==> src/rtl/branch_seq_if.sv <==
// Control/status bundle between the decoder/flag register and the PC sequencer.
// The master drives the instruction controls and flags; the slave is branch_seq.
interface branch_seq_if #(
  parameter int PC_W  = 10,
  parameter int OFF_W = 8
);
  logic             start;
  logic             halt_req;
  logic             br_en;
  logic [2:0]       br_cond;
  logic [OFF_W-1:0] br_off;
  logic             jmp_en;
  logic [PC_W-1:0]  jmp_tgt;
  logic             c_flag;
  logic             v_flag;
  logic             z_flag;
  logic [PC_W-1:0]  pc;
  logic             taken;
  logic             flush;
  logic             busy;
  logic             done;

  modport master (
    output start, halt_req, br_en, br_cond, br_off, jmp_en, jmp_tgt,
           c_flag, v_flag, z_flag,
    input  pc, taken, flush, busy, done
  );

  modport slave (
    input  start, halt_req, br_en, br_cond, br_off, jmp_en, jmp_tgt,
           c_flag, v_flag, z_flag,
    output pc, taken, flush, busy, done
  );
endinterface

==> src/rtl/branch_seq.sv <==
// Program-counter sequencer: evaluates branch conditions on the saved ALU flags,
// selects increment / relative branch / absolute jump and inserts a flush bubble.
module branch_seq #(
  parameter int              PC_W     = 10,
  parameter int              OFF_W    = 8,
  parameter logic [PC_W-1:0] START_PC = {PC_W{1'b0}}
) (
  input logic         clk,
  input logic         reset,
  branch_seq_if.slave bus
);

  typedef enum logic [1:0] {
    S_IDLE  = 2'd0,
    S_RUN   = 2'd1,
    S_FLUSH = 2'd2,
    S_HALT  = 2'd3
  } state_e;

  state_e           state_q, state_d;
  logic [PC_W-1:0]  pc_q, pc_d;
  logic             taken_q, taken_d;
  logic             flush_q, flush_d;
  logic             busy_q, busy_d;
  logic             done_q, done_d;
  logic [OFF_W-1:0] off_raw;
  logic [PC_W-1:0]  off_ext;
  logic             cond_ok;

  function automatic logic cond_met(input logic [2:0] cond, input logic c,
                                    input logic v, input logic z);
    logic met;
    case (cond)
      3'b000:  met = 1'b1;
      3'b001:  met = z;
      3'b010:  met = ~z;
      3'b011:  met = c;
      3'b100:  met = ~c;
      3'b101:  met = v;
      3'b110:  met = ~v;
      3'b111:  met = 1'b0;
      default: met = 1'b0;
    endcase
    return met;
  endfunction

  assign off_raw = bus.br_off;
  // Sign extension; PC arithmetic then wraps silently modulo 2^PC_W.
  assign off_ext = PC_W'($signed(off_raw));
  assign cond_ok = cond_met(bus.br_cond, bus.c_flag, bus.v_flag, bus.z_flag);

  // State and registered outputs.
  always_ff @(posedge clk) begin
    if (reset) begin
      state_q <= S_IDLE;
      pc_q    <= START_PC;
      taken_q <= 1'b0;
      flush_q <= 1'b0;
      busy_q  <= 1'b0;
      done_q  <= 1'b0;
    end else begin
      state_q <= state_d;
      pc_q    <= pc_d;
      taken_q <= taken_d;
      flush_q <= flush_d;
      busy_q  <= busy_d;
      done_q  <= done_d;
    end
  end

  // Next-state and next-output selection.
  always_comb begin
    state_d = state_q;
    pc_d    = pc_q;
    taken_d = 1'b0;
    flush_d = 1'b0;
    busy_d  = 1'b0;
    done_d  = 1'b0;
    case (state_q)
      S_IDLE, S_HALT: begin
        if (bus.start) begin
          state_d = S_RUN;
          pc_d    = START_PC;
          busy_d  = 1'b1;
        end else begin
          busy_d  = 1'b0;
        end
      end
      S_RUN: begin
        if (bus.halt_req) begin
          state_d = S_HALT;
          done_d  = 1'b1;
        end else if (bus.jmp_en) begin
          state_d = S_FLUSH;
          pc_d    = bus.jmp_tgt;
          taken_d = 1'b1;
          flush_d = 1'b1;
          busy_d  = 1'b1;
        end else if (bus.br_en && cond_ok) begin
          state_d = S_FLUSH;
          pc_d    = pc_q + off_ext;
          taken_d = 1'b1;
          flush_d = 1'b1;
          busy_d  = 1'b1;
        end else begin
          pc_d    = pc_q + PC_W'(1'b1);
          busy_d  = 1'b1;
        end
      end
      // Bubble: every control input is ignored, the redirected pc is held.
      S_FLUSH: begin
        state_d = S_RUN;
        busy_d  = 1'b1;
      end
      default: begin
        state_d = S_IDLE;
        pc_d    = START_PC;
      end
    endcase
  end

  assign bus.pc    = pc_q;
  assign bus.taken = taken_q;
  assign bus.flush = flush_q;
  assign bus.busy  = busy_q;
  assign bus.done  = done_q;

endmodule

==> src/flat_wrapper.sv <==
// flat-port wrapper written by rule: the top's interface ports become plain ports
module branch_seq_flat 
#(
  parameter int              PC_W     = 10,
  parameter int              OFF_W    = 8,
  parameter logic [PC_W-1:0] START_PC = {PC_W{1'b0}}
)
  (clk, reset, bus_start, bus_halt_req, bus_br_en, bus_br_cond, bus_br_off, bus_jmp_en, bus_jmp_tgt, bus_c_flag, bus_v_flag, bus_z_flag, bus_pc, bus_taken, bus_flush, bus_busy, bus_done);
  branch_seq_if #(.PC_W(PC_W), .OFF_W(OFF_W)) bus_i ();
  input logic clk;
  input logic reset;
  input wire logic [$bits(bus_i.start)-1:0] bus_start;
  input wire logic [$bits(bus_i.halt_req)-1:0] bus_halt_req;
  input wire logic [$bits(bus_i.br_en)-1:0] bus_br_en;
  input wire logic [$bits(bus_i.br_cond)-1:0] bus_br_cond;
  input wire logic [$bits(bus_i.br_off)-1:0] bus_br_off;
  input wire logic [$bits(bus_i.jmp_en)-1:0] bus_jmp_en;
  input wire logic [$bits(bus_i.jmp_tgt)-1:0] bus_jmp_tgt;
  input wire logic [$bits(bus_i.c_flag)-1:0] bus_c_flag;
  input wire logic [$bits(bus_i.v_flag)-1:0] bus_v_flag;
  input wire logic [$bits(bus_i.z_flag)-1:0] bus_z_flag;
  output wire logic [$bits(bus_i.pc)-1:0] bus_pc;
  output wire logic [$bits(bus_i.taken)-1:0] bus_taken;
  output wire logic [$bits(bus_i.flush)-1:0] bus_flush;
  output wire logic [$bits(bus_i.busy)-1:0] bus_busy;
  output wire logic [$bits(bus_i.done)-1:0] bus_done;
  assign bus_i.start = bus_start;
  assign bus_i.halt_req = bus_halt_req;
  assign bus_i.br_en = bus_br_en;
  assign bus_i.br_cond = bus_br_cond;
  assign bus_i.br_off = bus_br_off;
  assign bus_i.jmp_en = bus_jmp_en;
  assign bus_i.jmp_tgt = bus_jmp_tgt;
  assign bus_i.c_flag = bus_c_flag;
  assign bus_i.v_flag = bus_v_flag;
  assign bus_i.z_flag = bus_z_flag;
  assign bus_pc = bus_i.pc;
  assign bus_taken = bus_i.taken;
  assign bus_flush = bus_i.flush;
  assign bus_busy = bus_i.busy;
  assign bus_done = bus_i.done;
  branch_seq #(.PC_W(PC_W), .OFF_W(OFF_W), .START_PC(START_PC)) u_core (.clk(clk), .reset(reset), .bus(bus_i));
endmodule
==> config.mk <==
export PLATFORM = sky130hd
export DESIGN_NAME = branch_seq_flat
export DESIGN_NICKNAME = d
export VERILOG_FILES = /design/src/rtl/branch_seq_if.sv /design/src/rtl/branch_seq.sv /design/src/flat_wrapper.sv
export SDC_FILE = /design/constraint.sdc
export NUM_CORES = 1
export LEC_CHECK = 0
export CORE_ASPECT_RATIO = 2
export CORE_MARGIN = 8
export CORE_UTILIZATION = 43
export CTS_CLUSTER_DIAMETER = 50
export DETAILED_ROUTE_END_ITERATION = 16
export HOLD_SLACK_MARGIN = 0.02
export PLACE_DENSITY = 0.77
export SKIP_CTS_REPAIR_TIMING = 1
export SLEW_MARGIN = 20
export SYNTH_ARGS = -nofsm -noshare
export SYNTH_HDL_FRONTEND = slang
export SYNTH_SLANG_ARGS = --single-unit
==> constraint.sdc <==
create_clock -name clk -period 2.81 [get_ports clk]
set_input_delay 0.281 -clock clk [delete_from_list [all_inputs] [get_ports clk]]
set_output_delay 0.281 -clock clk [all_outputs]
set_load 0.03 [all_outputs]
After elaboration in Yosys (flattened, before gate mapping):

Index checks and enable logic that the tools add are counted.

* memories kept: 0
* flip-flop bits (word level): 15
* logic and storage cells: 50
* ROM bits: 0
* bits of input ports: 30
* bits in latches: 0
* output and inout bits: 14
* memory bits (writable): 0

* shift-type cells: 0
* bitwise gates (word level): 4
* multiplexer cells: 17
* multipliers: 0
* reductions and logical operators: 9
* div/mod/pow operators: 0
* add/subtract/negate cells: 2
* $lt $le $gt $ge: 0
* equality and inequality tests: 13

Operators by type and width (count)
* two-way mux 10 bit: 4
* one-hot mux 10 bit (2 select lines): 1
* == test 3 bit, second input constant: 4
* adder 10 x 1 -> 10 bit, second input constant: 1
* adder 10 bit: 1
* two-way mux 2 bit: 4
* one-hot mux 1 bit (8 select lines): 1
* == test 3 x 2 -> 1 bit, second input constant: 2
* one-hot mux 2 bit (3 select lines): 1
* two-way mux 1 bit: 5
* == test 2 bit, second input constant: 2
* inequality test 2 bit, second input constant: 2
* inequality test 4 x 3 -> 1 bit, second input constant: 1
* NOT 1 bit: 4
* OR reduction 2 bit: 2
* == test 3 x 1 -> 1 bit, second input constant: 1
* logical NOT 3 bit: 1
* one-hot mux 1 bit (3 select lines): 1
* AND reduction 3 bit: 1
* OR reduction 3 bit: 1
* == test 2 x 1 -> 1 bit, second input constant: 1
* logical NOT 2 bit: 1
* AND reduction 2 bit: 1
* nonzero test 2 bit: 1
* logical AND 1 bit: 1

Depth between registers and ports, before layout:

Gate-level depths: netlist (run 1).

* depth after elaboration: 7
* depth in mapped cells: 12
* mapped depth without buffers: 12

Worst setup path before layout (run 1):

No wires, ideal clock.

* path kind: input to register
* start: input bus_z_flag
* end: register u_core.pc_q[8], in the netlist u_core.bus.pc[8]
* setup slack: 0.206 ns
* data arrival time: 2.481 ns
* stages on the path: 12
* data required time: 2.687 ns
* cells stage by stage: nor2b_1 > a221oi_2 > o211a_4 > nand2b_1 > ha_1 > fa_1 > a21o_1 > a21oi_1 > o21ai_0 > a31oi_1 > xor2_1 > o22ai_1

* cells in the longest elaborated chain, start to end: 7

RTL lines
* start, declared: RTL line flat_wrapper.sv:21 `input wire logic [$bits(bus_i.z_flag)-1:0] bus_z_flag;`
* NOT 1 bit: RTL line branch_seq.sv:36 `3'b010: met = ~z;`
* one-hot mux 1 bit (8 select lines) *: RTL line branch_seq.sv:33 `case (cond)`
* logical AND 1 bit *: RTL line branch_seq.sv:99 `end else if (bus.br_en && cond_ok) begin`
* two-way mux 10 bit *: RTL line branch_seq.sv:99
* two-way mux 10 bit *: RTL line branch_seq.sv:93 `end else if (bus.jmp_en) begin`
* two-way mux 10 bit *: RTL line branch_seq.sv:90 `if (bus.halt_req) begin`
* one-hot mux 10 bit (2 select lines) *: RTL line branch_seq.sv:79 `case (state_q)`
* end signal, assigned: RTL line branch_seq.sv:63 `pc_q <= pc_d;`
* end, declared: RTL line branch_seq.sv:21 `logic [PC_W-1:0] pc_q, pc_d;`

Every way passes the cells marked *; elsewhere a longest branch is shown, timed or not. The select of a mux whose other input is x is not followed.
A chain may end at the register's enable or synchronous reset.

Final worst setup path (run 1):

* start: input bus_v_flag
* end: register u_core.pc_q[6], in the netlist u_core.bus.pc[6]

* cells in the longest elaborated chain, start to end: 7

RTL lines
* start, declared: RTL line flat_wrapper.sv:20 `input wire logic [$bits(bus_i.v_flag)-1:0] bus_v_flag;`
* NOT 1 bit: RTL line branch_seq.sv:40 `3'b110: met = ~v;`
* one-hot mux 1 bit (8 select lines) *: RTL line branch_seq.sv:33
* logical AND 1 bit *: RTL line branch_seq.sv:99
* two-way mux 10 bit *: RTL line branch_seq.sv:99
* two-way mux 10 bit *: RTL line branch_seq.sv:93
* two-way mux 10 bit *: RTL line branch_seq.sv:90
* one-hot mux 10 bit (2 select lines) *: RTL line branch_seq.sv:79

Marked as above.

==> metrics.md, run 1 <==
| Metric | Value |
|---|---|
| Status | `complete, no violations` |
| Syn nets | `177` |
| Share of the synthesized area in the top cell type | `a little over a quarter` |
| Worst slew pin tran | `0.981 ns` |
| Highest Clock Rate | `~0.38 GHz` |
| Number of synthesis warnings | `0` |
| Final period utilization | `94.6%` |
| Die width | `around 52 um` |
| Most crowded layer after global routing | `met2` |
| Setup Skew | `0.000719 ns` |
| Initial Util | `44.6%` |
| CTS clk-pin slew, worst paths | `0.06 ns` |
| Pins Over Slew Limit | `0` |
| Clock Tree Root | `clkbuf_8` |
| DRC Markers | `0` |
| I/O Buffers | `43` |
| DR WL/cell | `16.7 um` |
| Grt total ovfl | `0` |
| Buffers and inverters on the worst path | `1` |
| Via count | `1233` |
| Maximum vdd drop | `0.245 mV` |
| CP max FO | `3` |
| H-tree Lvls | `1` |
| Slew headroom | `around 34%` |
| Met2 usage | `30.7%` |
| Tot Pwr | `684 uW` |
| Min Tclk post-route | `2.66 ns` |
| Largest net degree at the start of global routing | `17` |
| HPWL after DPL | `2.97 mm` |
| Post-Route WL | `about 3.7 mm` |
| Area growth, synth to finish | `59.5%` |
| Die span in y | `88.5 um` |
| Gpl congestion | `0.793` |
| First DRT Iteration DRCs | `32` |
| Critical path, cell by cell | `clkdlybuf4s50_1 -> a221oi_2 -> o211a_4 -> nand2b_1 -> ha_2 -> fa_2 -> a21o_1 -> a21oi_2 -> o21bai_1 -> a21oi_1 -> xor2_1 -> o22ai_1` |
| Final hold violations | `0` |
| Site Rows | `26` |
| Via density | `5.63` |
| Clock Sinks | `15` |
| CTS Buf Count | `3` |
| CP max stage cell | `clkdlybuf4s50_1` |
| Hold_ws | `0.523 ns` |
| CTS tree | `built` |
| Cells after synthesis | `~140` |
| Max Cap Violations | `0` |
| Slowest cell delay on critical path | `0.44 ns` |
| Most frequent cells in the layout | `clkdlybuf4s50_1 (39), dfxtp_1 (15), nor2_1 (14), buf_4 (14), ha_1 (9)` |
| CP endpoint kind | `register` |
| Worst path top cell family by delay | `compound AO/OA/AOI/OAI gates` |
| Met1 global-route usage | `12.6%` |
| CP Class | `in2reg` |
| First-pass GRT wire length | `5.61 mm` |
| Min-delay worst type | `reg2reg` |
| Drt pass-1 iters | `5` |
| Sequential element share of the synthesized area | `about a quarter` |
| GRT Total Usage | `15.6%` |
| Top post-synthesis cells by area | `dfxtp_1 (27%), ha_1 (12%), nor2_1 (4.6%)` |
| Static Leakage | `0.747 nW` |
| I/O pin count | `44` |
| Cell area after synthesis | `0.00113 sq mm` |
| Setup violations, final | `0` |
| Longest Clk Path Bufs | `2` |
| Clock Latency Late Sink | `about 0.25 ns` |
| Vias in the first global route | `around 1300` |
| Core Area | `0.00254 sq mm` |
| Layout cells sized above 1 | `between 10% and 20%` |
| Met3 global-route usage | `2.02%` |
| Routed Antenna Nets | `0` |
| Crit path DAT | `around 2.8 ns` |
| Nets | `234` |
| Initial antenna violation count | `0` |
| CP required | `2.94 ns` |
| Crit path launch type | `input port` |
| Mean Syn Cell Area | `8.38 sq um` |
| Leading area contributor after synthesis | `dfxtp_1` |
| Synth cell types | `36` |
| Antenna diode count | `0` |
| Synthesized flop and latch total | `15` |
| Most common cell after layout, fill and taps aside | `clkdlybuf4s50_1` |
| Die ar. | `0.00463 sq mm` |
| PD cells | `between 300 and 400 mW/mm^2` |
-- metal layers --
metal	wire length, um	up-vias
li1	-	601
met1	1190	570
met2	2110	42
met3	155	20
met4	208	0
met5	0	-
-- tightest hold or removal path, cell delays in order (launching register included) --
cell,delay [ns]
dfxtp_1,0.33
o21ai_1,0.08
a21oi_1,0.07
-- cells in the mapped netlist --
master and count:
or3_1 1, a222oi_1 2, dfxtp_1 15, o211a_4 1
o22ai_1 4, a21o_1 1, a31oi_1 2, a21oi_1 10
nand2b_1 4, a2111oi_2 1, xor2_1 3, o22ai_2 1
nor2b_1 6, o211ai_1 1, buf_4 1, a32oi_1 1
o2111ai_1 1, clkbuf_1 4, and2_1 6, inv_1 5
fa_1 1, nor3_1 4, o21bai_1 1, xnor2_1 6
a22oi_1 5, ha_1 11, nor2_1 14, nor4_1 1
o21ai_0 4, nor3b_1 2, o21ai_1 2, a221oi_2 2
nand3_1 2, nand2_1 7, mux2i_1 2, and3_1 1
-- final cells by class --
cell class,instances,area [sq um]
multi-input combinational,110,860
inverter,5,18.8
tap,28,35.0
timing repair buffer,57,546
fill,200,733
sequential,15,300
clock buffer,4,45.0
-- stage by stage --
| stage | TNS (ns) | worst slack [ns] | instances | cell area [sq um] | utilization (%) |
|---|---|---|---|---|---|
| floorplan | 0 | 0.206 | 135 | 1130 | - |
| global placement | -1.57 | -0.311 | 214 | 1670 | 65.9 |
| detailed placement | -2.07 | -0.423 | 214 | 1670 | 65.9 |
| CTS | -0.539 | -0.175 | 218 | 1720 | 67.7 |
| global route | -0.0194 | -0.0114 | 219 | 1800 | 71.1 |
| finish | 0 | 0.152 | 219 | 1800 | 71.1 |
-- final timing paths --
path | startpoint | end | slack (ns) | cells past startpoint
worst min register to register | u_core.state_q[0]$_SDFFE_PP0P_ | u_core.state_q[0]$_SDFFE_PP0P_ | 0.52 | 2
worst min-delay path | u_core.state_q[0]$_SDFFE_PP0P_ | u_core.state_q[0]$_SDFFE_PP0P_ | 0.52 | 2
worst max-delay path | bus_v_flag | u_core.bus.pc[6]$_SDFFE_PP0P_ | 0.15 | 12
worst max register to register | u_core.state_q[0]$_SDFFE_PP0P_ | u_core.bus.pc[8]$_SDFFE_PP0P_ | 0.74 | 5
-- flip-flops by register name, summed over array words and instances, names as in the netlist --
name / flops
u_core.state_q: 2
u_core.bus.taken: 1
u_core.bus.done: 1
u_core.bus.busy: 1
u_core.bus.pc: 10
-- power by group --
group,internal (mW),switching (mW)
Clock,0.100,0.0764
Combinational,0.129,0.139
Sequential,0.228,0.0114
-- cell families (layout without fill, tap and decap cells) --
logic type	after synthesis	in the layout	share of synthesized area, %
simple gates	48	48	21.5
fa+ha+maj	12	12	13.9
compound gates	39	39	25.7
flops	15	15	26.5
mux	2	2	1.77
xor+xnor	9	9	6.97
buf+inv	10	66	3.65
(Power assumes the default switching activity.)
==> run 2, diff against run 1 <==
--- a/config.mk
+++ b/config.mk
@@ -5,13 +5,14 @@
 export SDC_FILE = /design/constraint.sdc
 export NUM_CORES = 1
 export LEC_CHECK = 0
+export ABC_CLOCK_PERIOD_IN_PS = 2810
 export CORE_ASPECT_RATIO = 2
 export CORE_MARGIN = 8
 export CORE_UTILIZATION = 43
 export CTS_CLUSTER_DIAMETER = 50
 export DETAILED_ROUTE_END_ITERATION = 16
 export HOLD_SLACK_MARGIN = 0.02
-export PLACE_DENSITY = 0.77
+export PLACE_DENSITY_LB_ADDON = 0.1
 export SKIP_CTS_REPAIR_TIMING = 1
 export SLEW_MARGIN = 20
 export SYNTH_ARGS = -nofsm -noshare
==> metrics.md, run 2 (same netlist as run 1, synthesis figures left out) <==
| Metric | Value |
|---|---|
| Min Tclk post-route | `2.64 ns (-0.0203 ns)` |
| Final hold violations | `0 (unchanged)` |
| First-pass GRT wire length | `5.53 mm (-1.4%)` |
| Via count | `1225 (-0.65%)` |
| Worst path top cell family by delay | `compound AO/OA/AOI/OAI gates` |
| CP max FO | `8 (+5)` |
| Most frequent cells in the layout | `clkdlybuf4s50_1 (39), dfxtp_1 (15), nor2_1 (14), ha_1 (10), buf_4 (10)` |
| Layout cells sized above 1 | `13.4% (-3.9 points)` |
| Core Area | `0.00254 sq mm (unchanged)` |
| Final period utilization | `93.9% (-0.72 points)` |
| Crit path DAT | `2.77 ns (-0.02 ns)` |
| Routed wl met2 | `1.90 mm (-9.8%)` |
| Total negative slack | `0 ns (unchanged)` |
| Worst slew pin tran | `1.00 ns (+0.0214 ns)` |
| CTS tree | `built` |
| RSZ-0062 raised after global routing | `no` |
| Die width | `52.3 um (unchanged)` |
| Buffers and inverters on the worst path | `2 (+1)` |
| Nets | `230 (-1.7%)` |
| Crit path launch type | `input port` |
| Max Cap Violations | `0 (unchanged)` |
| Post-Route WL | `3.48 mm (-5.2%)` |
| Die span in y | `88.5 um (unchanged)` |
| GRT Total Usage | `15.1% (-0.47 points)` |
| Via density | `5.70 (+1.2%)` |
| HPWL after DPL | `2.78 mm (-6.2%)` |
| CTS clk-pin slew, worst paths | `0.07 ns (about the same)` |
| Uppermost routed layer | `met4` |
| CP max stage cell | `clkdlybuf4s50_1` |
| CP required | `2.94 ns (about the same)` |
| Routed Antenna Nets | `0 (unchanged)` |
| Slew headroom | `32.9% (-1.4 points)` |
| Slowest cell delay on critical path | `0.44 ns (about the same)` |
| Clock Sinks | `15 (unchanged)` |
| Pins Over Slew Limit | `0 (unchanged)` |
| Critical path, cell by cell | `clkdlybuf4s50_1 -> a221oi_2 -> o211a_4 -> buf_4 -> and2_4 -> ha_1 -> a21oi_1 -> o22ai_1 -> a31oi_1 -> o21ai_0 -> xnor2_1 -> o22ai_2` |
| Setup violations, final | `0 (unchanged)` |
| DR WL/cell | `16.2 um (-3.4%)` |
| Initial Util | `44.6% (unchanged)` |
| Hold_ws | `0.516 ns (-0.00697 ns)` |
| Area growth, synth to finish | `53.8%` |
| Die ar. | `0.00463 sq mm (unchanged)` |
| First DRT Iteration DRCs | `35 (+9.4%)` |
| Site Rows | `26 (unchanged)` |
| Static Leakage | `0.729 nW (-2.4%)` |
| Min-delay worst type | `reg2reg` |
| I/O pin count | `44 (unchanged)` |
| I/O Buffers | `43 (unchanged)` |
| Clock Tree Root | `clkbuf_8` |
| Gpl congestion | `0.777 (-2.1%)` |
| Clock Latency Late Sink | `0.25 ns (about the same)` |
| DRC Markers | `0 (unchanged)` |
| Setup Skew | `0.00592 ns (+0.00520 ns)` |
| Vias in the first global route | `1248 (-7.3%)` |
| H-tree Lvls | `1 (unchanged)` |
| Most common cell after layout, fill and taps aside | `clkdlybuf4s50_1` |
| Drt pass-1 iters | `5 (unchanged)` |
| PD cells | `390 mW/mm^2 (+2.7%)` |
| Initial antenna violation count | `0 (unchanged)` |
| Status | `complete, no violations` |
| Longest Clk Path Bufs | `2 (unchanged)` |
| CTS Buf Count | `3 (unchanged)` |
| Maximum vdd drop | `0.386 mV (+57%)` |
| Largest register FFs | `10 (unchanged)` |
| Grt total ovfl | `0 (unchanged)` |
| Met3 WL | `221 um (+43%)` |
| Antenna diode count | `0 (unchanged)` |
| Largest net degree at the start of global routing | `17 (unchanged)` |
| M1 WL | `1.28 mm (+7.2%)` |
| Highest Clock Rate | `0.379 GHz (+0.77%)` |
| CP endpoint kind | `register` |
| CP Class | `in2reg` |
-- run 2: changes by cell type in the layout (fill, tap and decap cells not counted), sizes merged --
cell | previous run | this run
clkinv | 0 | 1
buf | 14 | 10
clkbuf | 4 | 3
-- run 2: final cells by class --
| type | instances | area (sq um) |
|---|---|---|
| Clock buffer | 3 | 41.3 |
| Clock inverter | 1 | 5.00 |
| Fill cell | 213 | 798 |
| Inverter | 5 | 18.8 |
| Multi-Input combinational cell | 110 | 823 |
| Sequential cell | 15 | 300 |
| Tap cell | 28 | 35.0 |
| Timing Repair Buffer | 53 | 515 |
-- run 2: routing by layer --
metal	global-route usage [%]	vias up
met2	29.1	44
met1	14.0	576
met4	5.92	0
met3	4.21	8
met5	0	-
li1	-	597
-- run 2: per-stage QoR --
step / setup slack [ns] / area (sq um) / power [mW] / instances / util, %
floorplan: 0.206 / 1130 / 0.388 / 135 / -
CTS: -0.136 / 1700 / 0.673 / 215 / 66.8
global placement: -0.289 / 1650 / 0.491 / 211 / 65.0
detailed placement: -0.402 / 1650 / 0.496 / 211 / 65.0
global route: 0.000333 / 1740 / 0.710 / 215 / 68.5
finish: 0.172 / 1740 / 0.677 / 215 / 68.5
-- run 2: tightest hold or removal path, cell delays in order, from the launching register on --
cell     delay, ns
dfxtp_1       0.33
o21ai_1       0.08
a21oi_1       0.06
-- run 2: worst paths after layout --
| kind | from | endpoint | slack, ns | cells after the start |
|---|---|---|---|---|
| worst min-delay path | u_core.state_q[0]$_SDFFE_PP0P_ | u_core.state_q[0]$_SDFFE_PP0P_ | 0.52 | 2 |
| worst max-delay path | bus_v_flag | u_core.bus.pc[9]$_SDFFE_PP0P_ | 0.17 | 12 |
| worst min register to register | u_core.state_q[0]$_SDFFE_PP0P_ | u_core.state_q[0]$_SDFFE_PP0P_ | 0.52 | 2 |
| worst max register to register | u_core.state_q[0]$_SDFFE_PP0P_ | u_core.bus.pc[6]$_SDFFE_PP0P_ | 0.76 | 5 |
-- run 2: where the power goes --
part	switching, mW	leakage (nW)	internal, mW
Combinational	0.137	0.582	0.123
Clock	0.0795	0.0255	0.0982
Sequential	0.0114	0.122	0.228
==> run 3, diff against run 2 <==
--- a/config.mk
+++ b/config.mk
@@ -6,11 +6,13 @@
 export NUM_CORES = 1
 export LEC_CHECK = 0
 export ABC_CLOCK_PERIOD_IN_PS = 2810
+export CAP_MARGIN = 25
 export CORE_ASPECT_RATIO = 2
 export CORE_MARGIN = 8
 export CORE_UTILIZATION = 43
 export CTS_CLUSTER_DIAMETER = 50
 export DETAILED_ROUTE_END_ITERATION = 16
+export GPL_TIMING_DRIVEN = 0
 export HOLD_SLACK_MARGIN = 0.02
 export PLACE_DENSITY_LB_ADDON = 0.1
 export SKIP_CTS_REPAIR_TIMING = 1
==> metrics.md, run 3 (same netlist as run 1, synthesis figures left out) <==
| Metric | Value |
|---|---|
| Largest register FFs | `10 (unchanged)` |
| RSZ-0062 raised after global routing | `no` |
| Slew headroom | `67.8% (+35 points)` |
| Comb power frac | `38.3% (about the same)` |
| Finished Core Util | `68.0% (-0.49 points)` |
| Most crowded layer after global routing | `met2` |
| Site Rows | `26 (unchanged)` |
| Via density | `5.58 (-2.1%)` |
| Grt total ovfl | `0 (unchanged)` |
| Layout cells sized above 1 | `13.0% (-0.40 points)` |
| PD cells | `391 mW/mm^2 (+0.40%)` |
| H-tree Lvls | `1 (unchanged)` |
| Maximum vdd drop | `0.261 mV (-32%)` |
| Final hold violations | `0 (unchanged)` |
| I/O Buffers | `42 (-2.3%)` |
| Routed Antenna Nets | `0 (unchanged)` |
| Pins Over Slew Limit | `0 (unchanged)` |
| Largest net degree at the start of global routing | `11 (-6)` |
| Die span in y | `88.5 um (unchanged)` |
| Status | `complete, no violations` |
| GRT Total Usage | `14.2% (-0.94 points)` |
| Sw Share | `33.2% (-0.45 points)` |
| Min-delay worst type | `reg2reg` |
| CP endpoint kind | `register` |
| Met2 usage | `27.7% (-1.4 points)` |
| Tot Pwr | `675 uW (-0.32%)` |
| CP required | `2.93 ns (about the same)` |
| DRC Markers | `0 (unchanged)` |
| Met1 global-route usage | `12.8% (-1.2 points)` |
| Pint | `451 uW (+0.36%)` |
| Initial Util | `44.6% (unchanged)` |
| Longest Clk Path Bufs | `2 (unchanged)` |
| CP Class | `in2reg` |
| CTS tree | `built` |
| Die ar. | `0.00463 sq mm (unchanged)` |
| Die width | `52.3 um (unchanged)` |
| Final period utilization | `96.6% (+2.7 points)` |
| Most frequent cells in the layout | `clkdlybuf4s50_1 (38), dfxtp_1 (15), nor2_1 (13), ha_1 (10)` |
| Total negative slack | `0 ns (unchanged)` |
| Fill count | `218 (+2.3%)` |
| CTS clk-pin slew, worst paths | `0.06 ns (about the same)` |
| Area growth, synth to finish | `52.7%` |
| Clock Latency Late Sink | `0.24 ns (about the same)` |
| HPWL after DPL | `2.64 mm (-5.0%)` |
| Psw | `224 uW (-1.7%)` |
| Worst slew pin tran | `0.483 ns (-0.519 ns)` |
| Drt pass-1 iters | `4 (-1)` |
| Met3 global-route usage | `3.37% (-0.84 points)` |
| Initial antenna violation count | `0 (unchanged)` |
| Clock Tree Root | `clkbuf_8` |
| CP max FO | `5 (-3)` |
| Min Tclk post-route | `2.71 ns (+0.0762 ns)` |
| Most common cell after layout, fill and taps aside | `clkdlybuf4s50_1` |
| Static Leakage | `0.709 nW (-2.8%)` |
| Gpl congestion | `0.804 (+3.4%)` |
| Setup Skew | `0.00143 ns (-0.00450 ns)` |
| Core Area | `0.00254 sq mm (unchanged)` |
| CTS Buf Count | `3 (unchanged)` |
| Post-Route WL | `3.38 mm (-2.7%)` |
| Max Cap Violations | `0 (unchanged)` |
| I/O pin count | `44 (unchanged)` |
| Seq pwr share | `35.5% (about the same)` |
| Vias in the first global route | `1194 (-4.3%)` |
| Setup violations, final | `0 (unchanged)` |
| Clock power share | `26.2% (about the same)` |
| Nets | `228 (-0.87%)` |
| DR WL/cell | `15.9 um (-1.8%)` |
| First-pass GRT wire length | `5.15 mm (-6.8%)` |
| Highest Clock Rate | `0.368 GHz (-2.8%)` |
| Crit path launch type | `input port` |
| Antenna diode count | `0 (unchanged)` |
| Crit path DAT | `2.84 ns (+0.07 ns)` |
| Clock Sinks | `15 (unchanged)` |
| First DRT Iteration DRCs | `10 (-71%)` |
| Via count | `1188 (-3.0%)` |
## run 3: path summary, 6_finish.rpt
check                                                    start                             end  slack [ns]  depth (start not counted)
worst min register to register  u_core.state_q[0]$_SDFFE_PP0P_  u_core.state_q[0]$_SDFFE_PP0P_        0.52                          2
worst max-delay path                                bus_v_flag   u_core.bus.pc[6]$_SDFFE_PP0P_         0.1                         12
worst max register to register   u_core.bus.pc[0]$_SDFFE_PP0P_   u_core.bus.pc[6]$_SDFFE_PP0P_        0.85                          8
worst min-delay path            u_core.state_q[0]$_SDFFE_PP0P_  u_core.state_q[0]$_SDFFE_PP0P_        0.52                          2
## run 3: per-stage QoR
stage / worst slack (ns) / std cells / area, sq um / hold slack [ns]
after floorplan: 0.206 / 135 / 1130 / 0.350
after global placement: -0.551 / 205 / 1590 / 0.486
after detailed placement: -0.629 / 205 / 1590 / 0.500
after CTS: -0.374 / 209 / 1630 / 0.517
after global routing: 0.0153 / 213 / 1730 / 0.562
final: 0.0961 / 213 / 1730 / 0.518
## run 3: area by class of cell
| type | count | area [sq um] | share of cell area [%] |
|---|---|---|---|
| buffer | 5 | 22.5 | 1.30 |
| clock buffer | 4 | 45.0 | 2.61 |
| inverter | 5 | 18.8 | 1.09 |
| multi-input combinational | 110 | 845 | 48.9 |
| sequential | 15 | 300 | 17.4 |
| tap | 28 | 35.0 | 2.03 |
| timing repair buffer | 46 | 460 | 26.7 |
## run 3: worst max-delay path, cell delays in order
cell and delay [ns]:
clkdlybuf4s50_1 0.44, a221oi_2 0.34, o211a_4 0.24, nand2b_4 0.06, ha_4 0.17, fa_2 0.37, a21o_1 0.18, a21oi_2 0.21
o21bai_1 0.13, a21oi_2 0.16, xor2_1 0.17, o22ai_1 0.09
## run 3: power by group through the flow
stage / Sequential, mW / Clock [mW] / Combinational [mW]
3_3_place_gp: 0.243 / 0 / 0.238
5_1_grt: 0.242 / 0.190 / 0.282
3_5_place_dp: 0.244 / 0 / 0.245
2_1_floorplan: 0.264 / 0 / 0.124
4_1_cts: 0.239 / 0.183 / 0.246
6_report: 0.240 / 0.177 / 0.259
## run 3: per-layer routing
layer | up-vias | wire length [um]
li1 | 594 | -
met5 | - | 0
met3 | 2 | 155
met2 | 26 | 1960
met1 | 566 | 1240
met4 | 0 | 23
